**config.mk**
```make
export PLATFORM = sky130hd
export DESIGN_NAME = iob_iob2wishbone_bridge
export DESIGN_NICKNAME = d
export VERILOG_FILES = /design/src/rtl/iob_iob2wishbone_bridge_pkg.sv /design/src/rtl/iob_iob2wishbone_bridge_watchdog.sv /design/src/rtl/iob_iob2wishbone_bridge.sv
export SDC_FILE = /design/constraint.sdc
export NUM_CORES = 1
export LEC_CHECK = 0
export BUFFER_PORTS_ARGS = -buffer_cell sky130_fd_sc_hd__buf_2
export CORE_MARGIN = 2
export CORE_UTILIZATION = 49
export CTS_CLUSTER_SIZE = 8
export DETAILED_ROUTE_END_ITERATION = 10
export GPL_TIMING_DRIVEN = 0
export PLACE_DENSITY = 0.84
export SLEW_MARGIN = 0
export SYNTH_ARGS = -nofsm -noshare
export SYNTH_HDL_FRONTEND = slang
export SYNTH_SLANG_ARGS = --single-unit
```
**constraint.sdc**
```tcl
create_clock -name clk_i -period 3.3 [get_ports clk_i]
set_clock_uncertainty 0.1 [all_clocks]
set_input_delay 0.495 -clock clk_i [delete_from_list [all_inputs] [get_ports clk_i]]
set_output_delay 0.495 -clock clk_i [all_outputs]
set_load 0.02 [all_outputs]
```
**src/rtl/iob_iob2wishbone_bridge_pkg.sv**
```systemverilog
// rtl/iob_iob2wishbone_bridge_pkg.sv - shared state encoding, mode constants and helpers for the IOb to Wishbone bridge
package iob_iob2wishbone_bridge_pkg;

  // Bridge FSM states, 2-bit encoded
  typedef enum logic [1:0] {
    ST_IDLE = 2'd0,
    ST_REQ  = 2'd1,
    ST_WAIT = 2'd2,
    ST_DONE = 2'd3
  } state_t;

  // Wishbone handshake flavours selected by the PIPELINED parameter
  localparam int MODE_CLASSIC   = 0;
  localparam int MODE_PIPELINED = 1;

  // Watchdog counter width; a disabled watchdog still keeps a 1-bit register
  function automatic int wd_width(input int timeout);
    return (timeout > 0) ? $clog2(timeout + 1) : 1;
  endfunction

endpackage

```
**src/rtl/iob_iob2wishbone_bridge_watchdog.sv**
```systemverilog
// rtl/iob_iob2wishbone_bridge_watchdog.sv - bus-timeout watchdog for the IOb to Wishbone bridge
module iob_iob2wishbone_bridge_watchdog
  import iob_iob2wishbone_bridge_pkg::*;
#(
  parameter int TIMEOUT = 256
) (
  input  logic clk,
  input  logic rst_n,
  input  logic clear,
  input  logic enable,
  output logic expired
);

  localparam int CNT_W = wd_width(TIMEOUT);
  localparam logic [CNT_W-1:0] LAST = CNT_W'((TIMEOUT > 0) ? TIMEOUT - 1 : 0);
  localparam logic [CNT_W-1:0] TOP  = CNT_W'(TIMEOUT);
  localparam bit ACTIVE = (TIMEOUT > 0);

  logic [CNT_W-1:0] count;

  // Cycle counter: cleared when a request starts, counts bus cycles, saturates instead of wrapping
  always_ff @(posedge clk) begin
    if (!rst_n) begin
      count <= '0;
    end else if (clear) begin
      count <= '0;
    end else if (enable && (count != TOP)) begin
      count <= count + CNT_W'(1);
    end
  end

  assign expired = ACTIVE && enable && (count == LAST);

endmodule

```
**src/rtl/iob_iob2wishbone_bridge.sv**
```systemverilog
// rtl/iob_iob2wishbone_bridge.sv - IOb native to Wishbone B4 master bridge, classic or pipelined, with watchdog
module iob_iob2wishbone_bridge
  import iob_iob2wishbone_bridge_pkg::*;
#(
  parameter int ADDR_W    = 32,
  parameter int DATA_W    = 32,
  parameter int PIPELINED = 0,
  parameter int TIMEOUT   = 256
) (
  input  logic                clk_i,
  input  logic                rst_n_i,
  input  logic                valid_i,
  input  logic [ADDR_W-1:0]   address_i,
  input  logic [DATA_W-1:0]   wdata_i,
  input  logic [DATA_W/8-1:0] wstrb_i,
  output logic [DATA_W-1:0]   rdata_o,
  output logic                ready_o,
  output logic                error_o,
  output logic                timeout_o,
  output logic [ADDR_W-1:0]   wb_adr_o,
  output logic [DATA_W/8-1:0] wb_sel_o,
  output logic                wb_we_o,
  output logic                wb_cyc_o,
  output logic                wb_stb_o,
  output logic [DATA_W-1:0]   wb_dat_o,
  input  logic                wb_ack_i,
  input  logic                wb_err_i,
  input  logic                wb_stall_i,
  input  logic [DATA_W-1:0]   wb_dat_i
);

  generate
    if (DATA_W % 8 != 0) begin : g_bad_data_w
      $error("iob_iob2wishbone_bridge: DATA_W must be a multiple of 8");
    end
    if ((PIPELINED != MODE_CLASSIC) && (PIPELINED != MODE_PIPELINED)) begin : g_bad_mode
      $error("iob_iob2wishbone_bridge: PIPELINED must be 0 or 1");
    end
  endgenerate

  localparam bit PIPE = (PIPELINED == MODE_PIPELINED);

  state_t state;
  logic   busy;
  logic   start;
  logic   expired;
  logic   finish;
  logic   hit_timeout;

  assign busy        = (state == ST_REQ) || (state == ST_WAIT);
  assign start       = valid_i && ((state == ST_IDLE) || (state == ST_DONE));
  assign finish      = busy && (wb_ack_i || wb_err_i || expired);
  assign hit_timeout = expired && !wb_ack_i && !wb_err_i;

  iob_iob2wishbone_bridge_watchdog #(
    .TIMEOUT(TIMEOUT)
  ) u_watchdog (
    .clk    (clk_i),
    .rst_n  (rst_n_i),
    .clear  (start),
    .enable (busy),
    .expired(expired)
  );

  // Request/response FSM; every Wishbone and IOb output is a register
  always_ff @(posedge clk_i) begin
    if (!rst_n_i) begin
      state     <= ST_IDLE;
      rdata_o   <= '0;
      ready_o   <= 1'b0;
      error_o   <= 1'b0;
      timeout_o <= 1'b0;
      wb_adr_o  <= '0;
      wb_sel_o  <= '0;
      wb_we_o   <= 1'b0;
      wb_cyc_o  <= 1'b0;
      wb_stb_o  <= 1'b0;
      wb_dat_o  <= '0;
    end else if (finish) begin
      // Response, error or abort: release the bus and report in the same edge; err beats ack
      state     <= ST_DONE;
      wb_cyc_o  <= 1'b0;
      wb_stb_o  <= 1'b0;
      ready_o   <= 1'b1;
      rdata_o   <= (wb_ack_i && !wb_err_i) ? wb_dat_i : '0;
      error_o   <= wb_err_i || hit_timeout;
      timeout_o <= hit_timeout;
    end else begin
      case (state)
        ST_IDLE, ST_DONE: begin
          ready_o   <= 1'b0;
          rdata_o   <= '0;
          error_o   <= 1'b0;
          timeout_o <= 1'b0;
          if (valid_i) begin
            state    <= ST_REQ;
            wb_adr_o <= address_i;
            wb_dat_o <= wdata_i;
            wb_we_o  <= |wstrb_i;
            wb_sel_o <= (|wstrb_i) ? wstrb_i : '1;
            wb_cyc_o <= 1'b1;
            wb_stb_o <= 1'b1;
          end else begin
            state <= ST_IDLE;
          end
        end
        ST_REQ: begin
          // Pipelined slaves take the request on the first non-stalled cycle
          if (PIPE && !wb_stall_i) begin
            state    <= ST_WAIT;
            wb_stb_o <= 1'b0;
          end
        end
        ST_WAIT: begin
          state <= ST_WAIT;
        end
        default: begin
          state <= ST_IDLE;
        end
      endcase
    end
  end

endmodule

```
==> impl_results.rst, run 1 <==
.. list-table::
   :header-rows: 1

   * - Metric
     - Value
   * - Outcome
     - finished clean
   * - Sw Pwr
     - 1.761 mW
   * - Asr flop ratio synth
     - 0%
   * - Post-CTS Resized
     - 0
   * - Wire length of the first global-routing pass
     - 19.39 mm
   * - TritonCTS clock tree
     - built
   * - Count of final setup violators
     - 0
   * - Standard cell with the maximum stage delay on the critical path
     - sky130_fd_sc_hd__clkbuf_1
   * - Slew of the pin with the lowest slew margin
     - 0.6171 ns
   * - Number of nets still failing antenna checks after routing
     - 0
   * - TritonRoute pass-1 iters
     - 5
   * - Relative max-transition margin
     - 58.86%
   * - Clock buffer count from CTS
     - 17
   * - Leading cell types by total area after synthesis
     - sky130_fd_sc_hd__dfxtp_1 53%, sky130_fd_sc_hd__nand2_1 11%, sky130_fd_sc_hd__a21boi_0 9.6%, sky130_fd_sc_hd__a22oi_1 5.5%, sky130_fd_sc_hd__nor2b_1 4.7%
   * - Part of the total power dissipated in combinational logic
     - 29.3%
   * - Latest clock arrival within the worst-skew pair
     - 0.50 ns
   * - Number of top-level pins
     - 212
   * - Initial core utilization
     - 50.47%
   * - Overall power consumption
     - 5.271 mW
   * - Area of the die
     - 9757 µm²
   * - Drc violations
     - 0
   * - Startpoint type of the worst setup path
     - register
   * - Die Y-Extent
     - 98.78 µm
   * - Number of distinct library cell variants in the gate-level netlist after synthesis
     - 36
   * - Switching Fraction
     - 33.41%
   * - Routed wire length per instance
     - 14.56 µm
   * - Number of antenna violations at the first check in global routing
     - 1
   * - Post-synthesis cell area
     - 4402 µm²
   * - Setup TNS
     - 0 ns
   * - Port bufs
     - 209
   * - Category of the critical setup timing path
     - reg -> reg
   * - Number of clock sinks
     - 116
   * - Global Route met3 Usage
     - 8.652%
   * - Synthesized Nets
     - 591
   * - Most frequent cell on the critical path
     - sky130_fd_sc_hd__nand2_1
   * - Via count normalized by instance count
     - 5.102
   * - Post-cts hold buffer count
     - 0
   * - Peak ir drop on the vdd network
     - 0.0005623 V
   * - Clock group share of total power
     - 37.3%
   * - Cell internal pwr
     - 3.510 mW
   * - Buffer count from post-CTS setup fixing
     - 0
   * - Worst setup slack after placement
     - 1.275 ns
   * - Average instance area after synthesis
     - 9.151 µm²
   * - Number of synthesized flops with an enable pin
     - 0
   * - Final #Nets
     - 819
   * - Area fraction of the dominant cell type after synthesis
     - 52.76%
   * - Layout-stage area growth over the synthesis result
     - 41.30%
   * - Clock slew at the register clock pins of the worst setup and hold paths
     - 0.06 ns
   * - Delay of the slowest critical-path stage
     - 0.41 ns
   * - Dominant cell type by area after synthesis
     - sky130_fd_sc_hd__dfxtp_1
   * - Main synth FF type
     - sky130_fd_sc_hd__dfxtp_1
   * - Maximum number of pins on one net before global-route repair
     - 17
   * - Row cnt
     - 34
   * - Total via count in the routed design
     - 4,235
   * - Die width
     - 98.78 µm
   * - Final Core Density
     - 71.32%
   * - Count of mapped cells out of synthesis
     - 481
   * - Number of warnings reported in the yosys synthesis log
     - 0
   * - Clock root buffer master
     - sky130_fd_sc_hd__clkbuf_8
   * - Max Root-Sink Buffers
     - 2
   * - Sequential area share after synthesis
     - 52.76%
   * - # Max-Cap Violations
     - 0
   * - Min Tclk post-route
     - 2.069 ns
   * - Max H-tree Level
     - 4
   * - Most frequently used cell type in the post-synthesis netlist
     - sky130_fd_sc_hd__nand2_1
   * - Worst Setup Slack, final
     - 1.231 ns
   * - Routability congestion estimate
     - 0.8401
   * - Grt total ovfl
     - 0
   * - Iteration-0 DRC count of the detailed router
     - 160
   * - Routing usage on met2
     - 44.91%
   * - RSZ-0062 raised after global routing
     - no
   * - #FFs+latches synth
     - 116
   * - Power density over the cells
     - 847.5 nW/µm²
   * - Class of the most critical hold timing path
     - in -> reg
   * - Fill cell total of the finished layout
     - 651
   * - Critical-path maximum fanout
     - 10
   * - Proportion of layout cells with a drive suffix above 1
     - 35.78%
   * - Flop pwr share
     - 33.4%
   * - Final Max Tran Viols
     - 0
   * - Tcrit/Tclk final
     - 62.70%
   * - Area of the core
     - 8721 µm²
   * - Crit path DAT
     - 2.38 ns
   * - Global Route Usage Sum
     - 24.88%
   * - Most utilized layer in the global route result
     - met2
   * - Required @ worst endpoint
     - 3.61 ns
   * - HPWL reported at the end of detailed placement
     - 8.963 mm
   * - Grt met1 use
     - 27.15%
   * - Max frequency
     - 483.3 MHz
   * - Crit path cell chain
     - inv_1, ha_1, nand2_1, clkbuf_1, nand2_1, a21boi_0
   * - Fin. Hold Viols
     - 0
   * - Most used standard cells in the synthesized netlist
     - 133 x sky130_fd_sc_hd__nand2_1, 116 x sky130_fd_sc_hd__dfxtp_1, 56 x sky130_fd_sc_hd__a21boi_0
   * - Number of global-route vias before repair
     - 4,132
   * - Leakage power summed over all cells
     - 2.840 nW
   * - Sum of routed wire length over all layers
     - 12.08 mm
   * - Nature of the critical path endpoint
     - register
## registers in the layout (all words and copies together), names as in the netlist
register and flops:
wb_sel_o 4, ready_o 1, wb_adr_o 32, rdata_o 32
wb_dat_o 32, wb_stb_o 1, error_o 1, u_watchdog.count 9
timeout_o 1, state 2, wb_we_o 1
## final timing paths
kind	startpoint	to	slack (ns)	cells after the start
setup / recovery	state[0]$_SDFFE_PN0P_	wb_dat_o[14]$_SDFFE_PN0P_	1.23	6
setup reg to reg	state[0]$_SDFFE_PN0P_	wb_dat_o[14]$_SDFFE_PN0P_	1.23	6
hold / removal	address_i[13]	wb_adr_o[13]$_SDFFE_PN0P_	0.13	3
hold reg to reg	wb_adr_o[13]$_SDFFE_PN0P_	wb_adr_o[13]$_SDFFE_PN0P_	0.35	2
## worst max-delay path: cells and delay by family, from the launching register on
kind / cells / cell delay (ns)
flip-flops: 1 / 0.33
AO/OA/AOI/OAI: 1 / 0.23
AND/OR/NAND/NOR: 2 / 0.45
adder cells (fa/ha/maj): 1 / 0.40
buffers and inverters: 2 / 0.45
## area by class of cell
class,count,area [µm²],share of cell area (%)
Tap cell,108,135.1,2.173
Clock inverter,12,202.7,3.259
Antenna cell,1,2.502,0.04023
Sequential cell,116,2322,37.34
Inverter,7,26.28,0.4224
Clock buffer,19,431.7,6.940
Timing Repair Buffer,209,1046,16.82
Buffer,35,168.9,2.716
Multi-Input combinational cell,323,1884,30.30
## metrics by stage
step	cells	hold slack (ns)	cell area (µm²)
after floorplan	481	0.3522	4402
after detailed placement	798	0.3440	5583
after global routing	830	0.1162	6220
after global placement	798	0.3352	5583
after CTS	829	0.1188	6217
final	830	0.1323	6220
## layer usage
| metal | vias up | share of wire (%) |
|---|---|---|
| li1 | 2079 | - |
| met1 | 1999 | 38 |
| met3 | 14 | 7.4 |
| met5 | - | 0 |
| met2 | 143 | 53 |
| met4 | 0 | 1.6 |
## power groups by stage
stage / clock network, mW / logic [mW] / registers [mW]
floorplan: 0 / 0.777 / 2.04
CTS: 1.99 / 1.55 / 1.76
finish: 1.97 / 1.54 / 1.76
global route: 2.06 / 1.70 / 1.79
detailed placement: 0 / 1.55 / 1.78
global placement: 0 / 1.49 / 1.77
## cells by family (layout without fill, tap and decap cells)
family,after synthesis,in the layout,synth area share (%)
compound gates,121,121,20.49
xor+xnor,3,3,0.5970
flops,116,116,52.76
fa+ha+maj,4,4,1.137
buf+inv,42,282,4.434
simple gates,193,193,20.13
mux,2,2,0.4548
other cells,0,1,0
## cell usage in the layout (no fill, tap or decap), types with 3 or more instances in the layout
master                      count
sky130_fd_sc_hd__nor2_1         5
sky130_fd_sc_hd__a21oi_1        9
sky130_fd_sc_hd__inv_1          7
sky130_fd_sc_hd__nor2b_1       33
sky130_fd_sc_hd__a21boi_1      10
sky130_fd_sc_hd__bufinv_16      5
sky130_fd_sc_hd__ha_1           4
sky130_fd_sc_hd__buf_2        221
sky130_fd_sc_hd__a22oi_1       32
sky130_fd_sc_hd__o21ai_0        3
sky130_fd_sc_hd__clkbuf_1      20
sky130_fd_sc_hd__nand2b_1       3
sky130_fd_sc_hd__a21boi_0      56
sky130_fd_sc_hd__dfxtp_1      116
sky130_fd_sc_hd__clkinv_4       3
sky130_fd_sc_hd__nand3_1        6
sky130_fd_sc_hd__nand2_1      133
sky130_fd_sc_hd__o221a_1        4
sky130_fd_sc_hd__clkbuf_16     16
Note: power is estimated with default switching activity, not from simulation.
==> inputs of run 2 (changes only) <==
- CORE_UTILIZATION: 49 -> 41
- PLACE_DENSITY: 0.84 -> 0.75
- clock period: 3.3 -> 1.8 ns (I/O delays scaled with it)
==> run 2 against run 1 <==
Global-route usage fell by 0.57 points. Utilization fell by 0.096 points. Power rose by 84%. First-iteration DRC count rose by 26%. Register-to-register slack got worse by 1.2 ns. Final area rose by 19%. Clock-buffer cell count rose by 9. Flip-flop and latch count did not move. Non-clock buffer count rose by 107. Via count rose by 11%. Setup slack got worse by 1.2 ns. Fmax rose by 18%. Critical path type unchanged.
==> impl_results.rst, run 2 (synthesis results as in run 1) <==
.. list-table::
   :header-rows: 1

   * - Metric
     - Value
   * - Number of top-level pins
     - 212 (unchanged)
   * - Placed cells
     - 826 (was 798)
   * - Critical-path maximum fanout
     - 10 (unchanged)
   * - Latest clock arrival within the worst-skew pair
     - 0.52 ns (was 0.50 ns)
   * - Maximum number of pins on one net before global-route repair
     - 17 (unchanged)
   * - Final #Nets
     - 926 (was 819)
   * - Startpoint type of the worst setup path
     - register (unchanged)
   * - Die Y-Extent
     - 107.6 µm (was 98.78 µm)
   * - Switching Fraction
     - 33.83% (was 33.41%)
   * - Min Tclk post-route
     - 1.757 ns (was 2.069 ns)
   * - Slew of the pin with the lowest slew margin
     - 0.6431 ns (was 0.6171 ns)
   * - Required @ worst endpoint
     - 2.14 ns (was 3.61 ns)
   * - Power density over the cells
     - 1312 nW/µm² (was 847.5 nW/µm²)
   * - Number of nets still failing antenna checks after routing
     - 0 (unchanged)
   * - # Max-Cap Violations
     - 0 (unchanged)
   * - Area of the core
     - 10,370 µm² (was 8721 µm²)
   * - Final Max Tran Viols
     - 0 (unchanged)
   * - Area of the die
     - 11,580 µm² (was 9757 µm²)
   * - TritonRoute pass-1 iters
     - 4 (was 5)
   * - Fin. Hold Viols
     - 0 (unchanged)
   * - Number of antenna violations at the first check in global routing
     - 0 (was 1)
   * - Nature of the critical path endpoint
     - register (unchanged)
   * - Outcome
     - finished clean (unchanged)
   * - TritonCTS clock tree
     - built (unchanged)
   * - Drc violations
     - 0 (unchanged)
   * - Global Route Usage Sum
     - 24.31% (was 24.88%)
   * - Sum of routed wire length over all layers
     - 14.17 mm (was 12.08 mm)
   * - Class of the most critical hold timing path
     - in -> reg (unchanged)
   * - Port bufs
     - 209 (unchanged)
   * - Worst hold slack
     - 0.06082 ns (was 0.1323 ns)
   * - Most common library cell in the layout ignoring fill and taps
     - sky130_fd_sc_hd__buf_2 (unchanged)
   * - Total via count in the routed design
     - 4,699 (was 4,235)
   * - Number of clock sinks
     - 116 (unchanged)
   * - Tcrit/Tclk final
     - 97.64% (was 62.70%)
   * - Layout-stage area growth over the synthesis result
     - 67.79% (was 41.30%)
   * - Routed wire length per instance
     - 14.69 µm (was 14.56 µm)
   * - Via count normalized by instance count
     - 4.874 (was 5.102)
   * - Final Instance Count excl. Fillers
     - 964 (was 830)
   * - Row cnt
     - 37 (was 34)
   * - Clock root buffer master
     - sky130_fd_sc_hd__clkbuf_8 (unchanged)
   * - Worst R2R Setup Slack
     - 0.04 ns (was 1.23 ns)
   * - Setup TNS
     - 0 ns (unchanged)
   * - Peak ir drop on the vdd network
     - 0.0007108 V (was 0.0005623 V)
   * - Initial core utilization
     - 42.45% (was 50.47%)
   * - Grt total ovfl
     - 0 (unchanged)
   * - RR Startpoint
     - state[1]$_SDFFE_PN0P_ (was state[0]$_SDFFE_PN0P_)
   * - Number of cells traversed by the worst hold path
     - 2 (was 3)
   * - Number of cells on the worst reg-to-reg path
     - 5 (was 6)
   * - Max H-tree Level
     - 4 (unchanged)
   * - Flop pwr share
     - 33.5% (was 33.4%)
   * - Sw Pwr
     - 3.278 mW (was 1.761 mW)
   * - Max frequency
     - 569.0 MHz (was 483.3 MHz)
   * - Count of final setup violators
     - 0 (unchanged)
   * - Proportion of layout cells with a drive suffix above 1
     - 34.54% (was 35.78%)
   * - Routability congestion estimate
     - 0.7978 (was 0.8401)
   * - Crit path DAT
     - 2.10 ns (was 2.38 ns)
   * - Clock slew at the register clock pins of the worst setup and hold paths
     - 0.06 ns (about the same)
   * - Clock group share of total power
     - 32.6% (was 37.3%)
   * - Worst Min Path Start
     - rst_n_i (was address_i[13])
   * - Relative max-transition margin
     - 57.12% (was 58.86%)
   * - Max Root-Sink Buffers
     - 2 (unchanged)
   * - Top flop regs
     - rdata_o x32, wb_adr_o x32, wb_dat_o x32 (unchanged)
   * - Number of diodes
     - 0 (was 1)
   * - Endpoint with the worst hold slack
     - wb_adr_o[17]$_SDFFE_PN0P_ (was wb_adr_o[13]$_SDFFE_PN0P_)
   * - Number of global-route vias before repair
     - 4,863 (was 4,132)
   * - Wire length of the first global-routing pass
     - 22.22 mm (was 19.39 mm)
   * - Leakage power summed over all cells
     - 3.304 nW (was 2.840 nW)
   * - Top library cells by usage in the layout, fill and taps aside
     - 215 x sky130_fd_sc_hd__buf_2, 132 x sky130_fd_sc_hd__nand2_1, 111 x sky130_fd_sc_hd__dfxtp_1 (was 221 x sky130_fd_sc_hd__buf_2, 133 x sky130_fd_sc_hd__nand2_1, 116 x sky130_fd_sc_hd__dfxtp_1)
   * - Die width
     - 107.6 µm (was 98.78 µm)
   * - HPWL reported at the end of detailed placement
     - 8.630 mm (was 8.963 mm)
   * - Part of the total power dissipated in combinational logic
     - 33.9% (was 29.3%)
   * - Cell internal pwr
     - 6.413 mW (was 3.510 mW)
   * - Iteration-0 DRC count of the detailed router
     - 201 (was 160)
   * - Category of the critical setup timing path
     - reg -> reg (unchanged)
   * - Clock buffer count from CTS
     - 17 (unchanged)
   * - Worst reg2reg path endpoint
     - rdata_o[31]$_SDFFE_PN0P_ (was wb_dat_o[14]$_SDFFE_PN0P_)
-- run 2: cell count changes in the layout (fill, tap and decap cells not counted), sizes merged --
| cell | previous run | this run |
|---|---|---|
| dlygate4sd3 | 0 | 102 |
| clkbuf | 38 | 49 |
| bufinv | 5 | 1 |
| buf | 225 | 228 |
| clkinv | 5 | 2 |
| clkinvlp | 1 | 0 |
| diode | 1 | 0 |
| inv | 8 | 7 |
-- run 2: repair_timing --
| action | 4_1_cts | 5_1_grt |
|---|---|---|
| gates cloned | 0 | 1 |
| resized for setup | 14 | 41 |
| endpoints found under the setup margin | 109 | 100 |
| pin swaps | 3 | 3 |
| endpoints found under the hold margin | 102 | 0 |
| buffers inserted | 4 | 0 |
| hold buffers | 102 | 0 |
-- run 2: routing by layer --
layer,GRT usage (%),part of all wire (%),routed length [µm]
met1,25.64,38,5385
met2,43.80,53,7445
met3,6.961,5.7,805
met4,12.27,3.7,527
met5,0,0,0
-- run 2: critical path, cell delays in order, from the launching register on --
cell and delay, ns:
sky130_fd_sc_hd__dfxtp_1 0.39, sky130_fd_sc_hd__ha_4 0.26, sky130_fd_sc_hd__nor3b_2 0.37, sky130_fd_sc_hd__clkbuf_4 0.30, sky130_fd_sc_hd__a22oi_2 0.10, sky130_fd_sc_hd__nor2b_1 0.15
-- run 2: layout make-up --
cell class	count	area, µm²
timing repair buffer	316	2108
sequential	116	2328
inverter	7	26.28
clock buffer	28	525.5
buffer	35	220.2
multi-input combinational	323	1967
fill	758	2984
clock inverter	3	40.04
tap	136	170.2
-- run 2: worst max-delay path by stage --
stage,depth (start not counted),endpoint,startpoint
floorplan,5,u_watchdog.count[6]$_SDFFE_PP0P_,state[0]$_SDFFE_PN0P_
global placement,6,state[0]$_SDFFE_PN0P_,state[0]$_SDFFE_PN0P_
detailed placement,6,wb_dat_o[12]$_SDFFE_PN0P_,state[0]$_SDFFE_PN0P_
CTS,9,rdata_o[8]$_SDFFE_PN0P_,u_watchdog.count[1]$_SDFFE_PP0P_
global route,5,rdata_o[21]$_SDFFE_PN0P_,state[1]$_SDFFE_PN0P_
finish,5,rdata_o[31]$_SDFFE_PN0P_,state[1]$_SDFFE_PN0P_
-- run 2: metrics by stage --
| step | util [%] | instance area, µm² | power (mW) | setup slack (ns) |
|---|---|---|---|---|
| floorplan | - | 4402 | 5.162 | 0.1094 |
| global route | 71.22 | 7386 | 10.23 | -0.02813 |
| detailed placement | 54.17 | 5618 | 6.113 | -0.2590 |
| finish | 71.22 | 7386 | 9.691 | 0.04256 |
| global placement | 54.17 | 5618 | 6.002 | -0.1538 |
| CTS | 70.23 | 7283 | 9.553 | 0.005616 |
-- run 2: power groups by stage --
stage | Sequential, mW | Clock [mW] | Combinational [mW]
finish | 3.25 | 3.16 | 3.28
global route | 3.30 | 3.35 | 3.58
CTS | 3.24 | 3.22 | 3.10
detailed placement | 3.27 | 0 | 2.84
global placement | 3.25 | 0 | 2.75
floorplan | 3.74 | 0 | 1.42
==> inputs of run 3 (changes only) <==
- ABC_CLOCK_PERIOD_IN_PS: not set -> 1800
- MAX_ROUTING_LAYER: not set -> met4
==> run 3 against run 2 <==
First-iteration DRC count did not move. Combinational power barely moved. Utilization did not move. Clock power barely moved. Die area did not move. Cell count did not move. Critical path depth did not move. Flip-flop and latch count did not move. Sequential power barely moved. Largest power group unchanged.
==> impl_results.rst, run 3 (synthesis results as in run 1) <==
.. list-table::
   :header-rows: 1

   * - Metric
     - Value
   * - Drc violations
     - 0 (unchanged)
   * - RR Startpoint
     - state[1]$_SDFFE_PN0P_ (unchanged)
   * - Class of the most critical hold timing path
     - in -> reg (unchanged)
   * - Delay of the slowest critical-path stage
     - 0.39 ns (about the same)
   * - Top flop regs
     - rdata_o x32, wb_adr_o x32, wb_dat_o x32 (unchanged)
   * - Count of cell instances traversed by the critical path
     - 5 (unchanged)
   * - Overall power consumption
     - 9.682 mW (was 9.691 mW)
   * - Buf+Inv Stages, Crit Path
     - 1 (unchanged)
   * - Number of top-level pins
     - 212 (unchanged)
   * - Area of the core
     - 10,370 µm² (unchanged)
   * - Leakage power summed over all cells
     - 3.304 nW (unchanged)
   * - Required @ worst endpoint
     - 2.14 ns (about the same)
   * - Worst Setup Slack, final
     - 0.03260 ns (was 0.04256 ns)
   * - Count of final setup violators
     - 0 (unchanged)
   * - Routed wire length per instance
     - 14.68 µm (was 14.69 µm)
   * - Final #Nets
     - 926 (unchanged)
   * - Sum of routed wire length over all layers
     - 14.15 mm (was 14.17 mm)
   * - Min Tclk post-route
     - 1.767 ns (was 1.757 ns)
   * - Relative max-transition margin
     - 58.01% (was 57.12%)
   * - Final Instance Area
     - 7386 µm² (unchanged)
   * - Via count normalized by instance count
     - 4.894 (was 4.874)
   * - Worst setup slack after placement
     - -0.2590 ns (unchanged)
   * - Clock slew at the register clock pins of the worst setup and hold paths
     - 0.06 ns (about the same)
   * - Max H-tree Level
     - 4 (unchanged)
   * - Crit path cell chain
     - ha_4, nor3b_2, clkbuf_4, a22oi_2, nor2b_1 (unchanged)
   * - Number of global-route vias before repair
     - 4,867 (was 4,863)
   * - Number of antenna violations at the first check in global routing
     - 0 (unchanged)
   * - Number of nets still failing antenna checks after routing
     - 0 (unchanged)
   * - Wire length of the first global-routing pass
     - 22.22 mm (unchanged)
   * - Worst reg2reg path endpoint
     - rdata_o[31]$_SDFFE_PN0P_ (unchanged)
   * - Slew of the pin with the lowest slew margin
     - 0.6298 ns (was 0.6431 ns)
   * - Fin. Hold Viols
     - 0 (unchanged)
   * - Layout-stage area growth over the synthesis result
     - 67.79% (unchanged)
   * - Port bufs
     - 209 (unchanged)
   * - Maximum number of pins on one net before global-route repair
     - 17 (unchanged)
   * - Power density over the cells
     - 1311 nW/µm² (was 1312 nW/µm²)
   * - Nature of the critical path endpoint
     - register (unchanged)
   * - Number of diodes
     - 0 (unchanged)
   * - Critical-path maximum fanout
     - 10 (unchanged)
   * - Startpoint type of the worst setup path
     - register (unchanged)
   * - Standard cell with the maximum stage delay on the critical path
     - sky130_fd_sc_hd__dfxtp_1 (unchanged)
   * - TritonRoute pass-1 iters
     - 5 (was 4)
   * - Initial core utilization
     - 42.45% (unchanged)
   * - Clock root buffer master
     - sky130_fd_sc_hd__clkbuf_8 (unchanged)
   * - Crit path DAT
     - 2.10 ns (about the same)
   * - Area of the die
     - 11,580 µm² (unchanged)
   * - TritonCTS clock tree
     - built (unchanged)
   * - Placed inst area
     - 5618 µm² (unchanged)
   * - Worst Min Path Start
     - rst_n_i (unchanged)
   * - Top library cells by usage in the layout, fill and taps aside
     - 215 x sky130_fd_sc_hd__buf_2, 132 x sky130_fd_sc_hd__nand2_1, 111 x sky130_fd_sc_hd__dfxtp_1 (unchanged)
   * - Final Max Tran Viols
     - 0 (unchanged)
   * - Gate family responsible for the most delay along the worst path
     - simple AND/OR/NAND/NOR gates (unchanged)
   * - Tcrit/Tclk final
     - 98.19% (was 97.64%)
   * - Most common library cell in the layout ignoring fill and taps
     - sky130_fd_sc_hd__buf_2 (unchanged)
   * - Number of clock sinks
     - 116 (unchanged)
   * - Max Root-Sink Buffers
     - 2 (unchanged)
   * - Die Y-Extent
     - 107.6 µm (unchanged)
   * - Max frequency
     - 565.8 MHz (was 569.0 MHz)
   * - Iteration-0 DRC count of the detailed router
     - 201 (unchanged)
   * - # Max-Cap Violations
     - 0 (unchanged)
   * - Die width
     - 107.6 µm (unchanged)
   * - Latest clock arrival within the worst-skew pair
     - 0.51 ns (was 0.52 ns)
   * - Number of cells traversed by the worst hold path
     - 2 (unchanged)
   * - Clock buffer count from CTS
     - 17 (unchanged)
   * - Row cnt
     - 37 (unchanged)
   * - Outcome
     - finished clean (unchanged)
   * - Total via count in the routed design
     - 4,718 (was 4,699)
   * - HPWL reported at the end of detailed placement
     - 8.630 mm (unchanged)
   * - Setup TNS
     - 0 ns (unchanged)
   * - Peak ir drop on the vdd network
     - 0.0007097 V (was 0.0007108 V)
   * - Global Route Usage Sum
     - 24.97% (was 24.31%)
   * - Routability congestion estimate
     - 0.8093 (was 0.7978)
   * - Proportion of layout cells with a drive suffix above 1
     - 34.54% (unchanged)
   * - Grt total ovfl
     - 0 (unchanged)
   * - Beginning of the critical path
     - state[1]$_SDFFE_PN0P_ (unchanged)
   * - Worst R2R Setup Slack
     - 0.03 ns (was 0.04 ns)
   * - Capture point of the critical path
     - rdata_o[31]$_SDFFE_PN0P_ (unchanged)
   * - Number of cells on the worst reg-to-reg path
     - 5 (unchanged)
   * - Category of the critical setup timing path
     - reg -> reg (unchanged)
   * - Fill cell total of the finished layout
     - 758 (unchanged)
run 3: cell counts in the layout (fill, tap and decap cells not counted):
Identical to the previous run, type by type.
run 3: how the worst min path moves through the flow:
| stage | end | slack [ns] |
|---|---|---|
| finish | wb_adr_o[17]$_SDFFE_PN0P_ | 0.06 |
| global route | wb_adr_o[17]$_SDFFE_PN0P_ | 0.07 |
| CTS | wb_adr_o[17]$_SDFFE_PN0P_ | 0.04 |
| detailed placement | ready_o$_SDFFE_PN0P_ | 0.34 |
| global placement | ready_o$_SDFFE_PN0P_ | 0.33 |
| floorplan | timeout_o$_SDFFE_PN0P_ | 0.25 |
run 3: final cells by class:
type / count / area [µm²] / share of cell area, %
tap: 136 / 170.2 / 2.304
timing repair buffer: 316 / 2108 / 28.54
inverter: 7 / 26.28 / 0.3558
sequential: 116 / 2328 / 31.53
clock inverter: 3 / 40.04 / 0.5421
multi-input combinational: 323 / 1967 / 26.63
clock buffer: 28 / 525.5 / 7.115
buffer: 35 / 220.2 / 2.982
run 3: metrics by stage:
stage | util (%) | std cells | hold WS [ns]
after detailed placement | 54.17 | 826 | 0.3368
after global placement | 54.17 | 826 | 0.3348
after floorplan | - | 481 | 0.2481
after global routing | 71.22 | 964 | 0.07347
final | 71.22 | 964 | 0.06323
after CTS | 70.23 | 963 | 0.03863
run 3: layer usage:
metal	vias up	GRT usage (%)	part of all wire [%]
met5	-	-	0
li1	2300	-	-
met1	2190	26.36	38
met3	52	5.569	4.8
met4	0	12.73	3.9
met2	176	43.71	53
run 3: worst register-to-register path: cells and delay by family, from the launching register on:
| family | cells | cell delay, ns |
|---|---|---|
| buf+inv | 1 | 0.30 |
| fa+ha+maj | 1 | 0.26 |
| compound gates | 1 | 0.10 |
| simple gates | 2 | 0.53 |
| flops | 1 | 0.39 |
run 3: timing repair:
action / in CTS / in global routing
endpoints found under the setup margin: 109 / 98
endpoints found under the hold margin: 102 / 0
cloned: 0 / 1
resized for setup: 14 / 41
pin swaps: 3 / 3
buffers inserted: 4 / 0
hold buffers: 102 / 0
run 3: where the power goes:
group | switching (mW) | internal [mW]
combinational | 1.95 | 1.32
clock | 1.08 | 2.08
sequential | 0.233 | 3.02
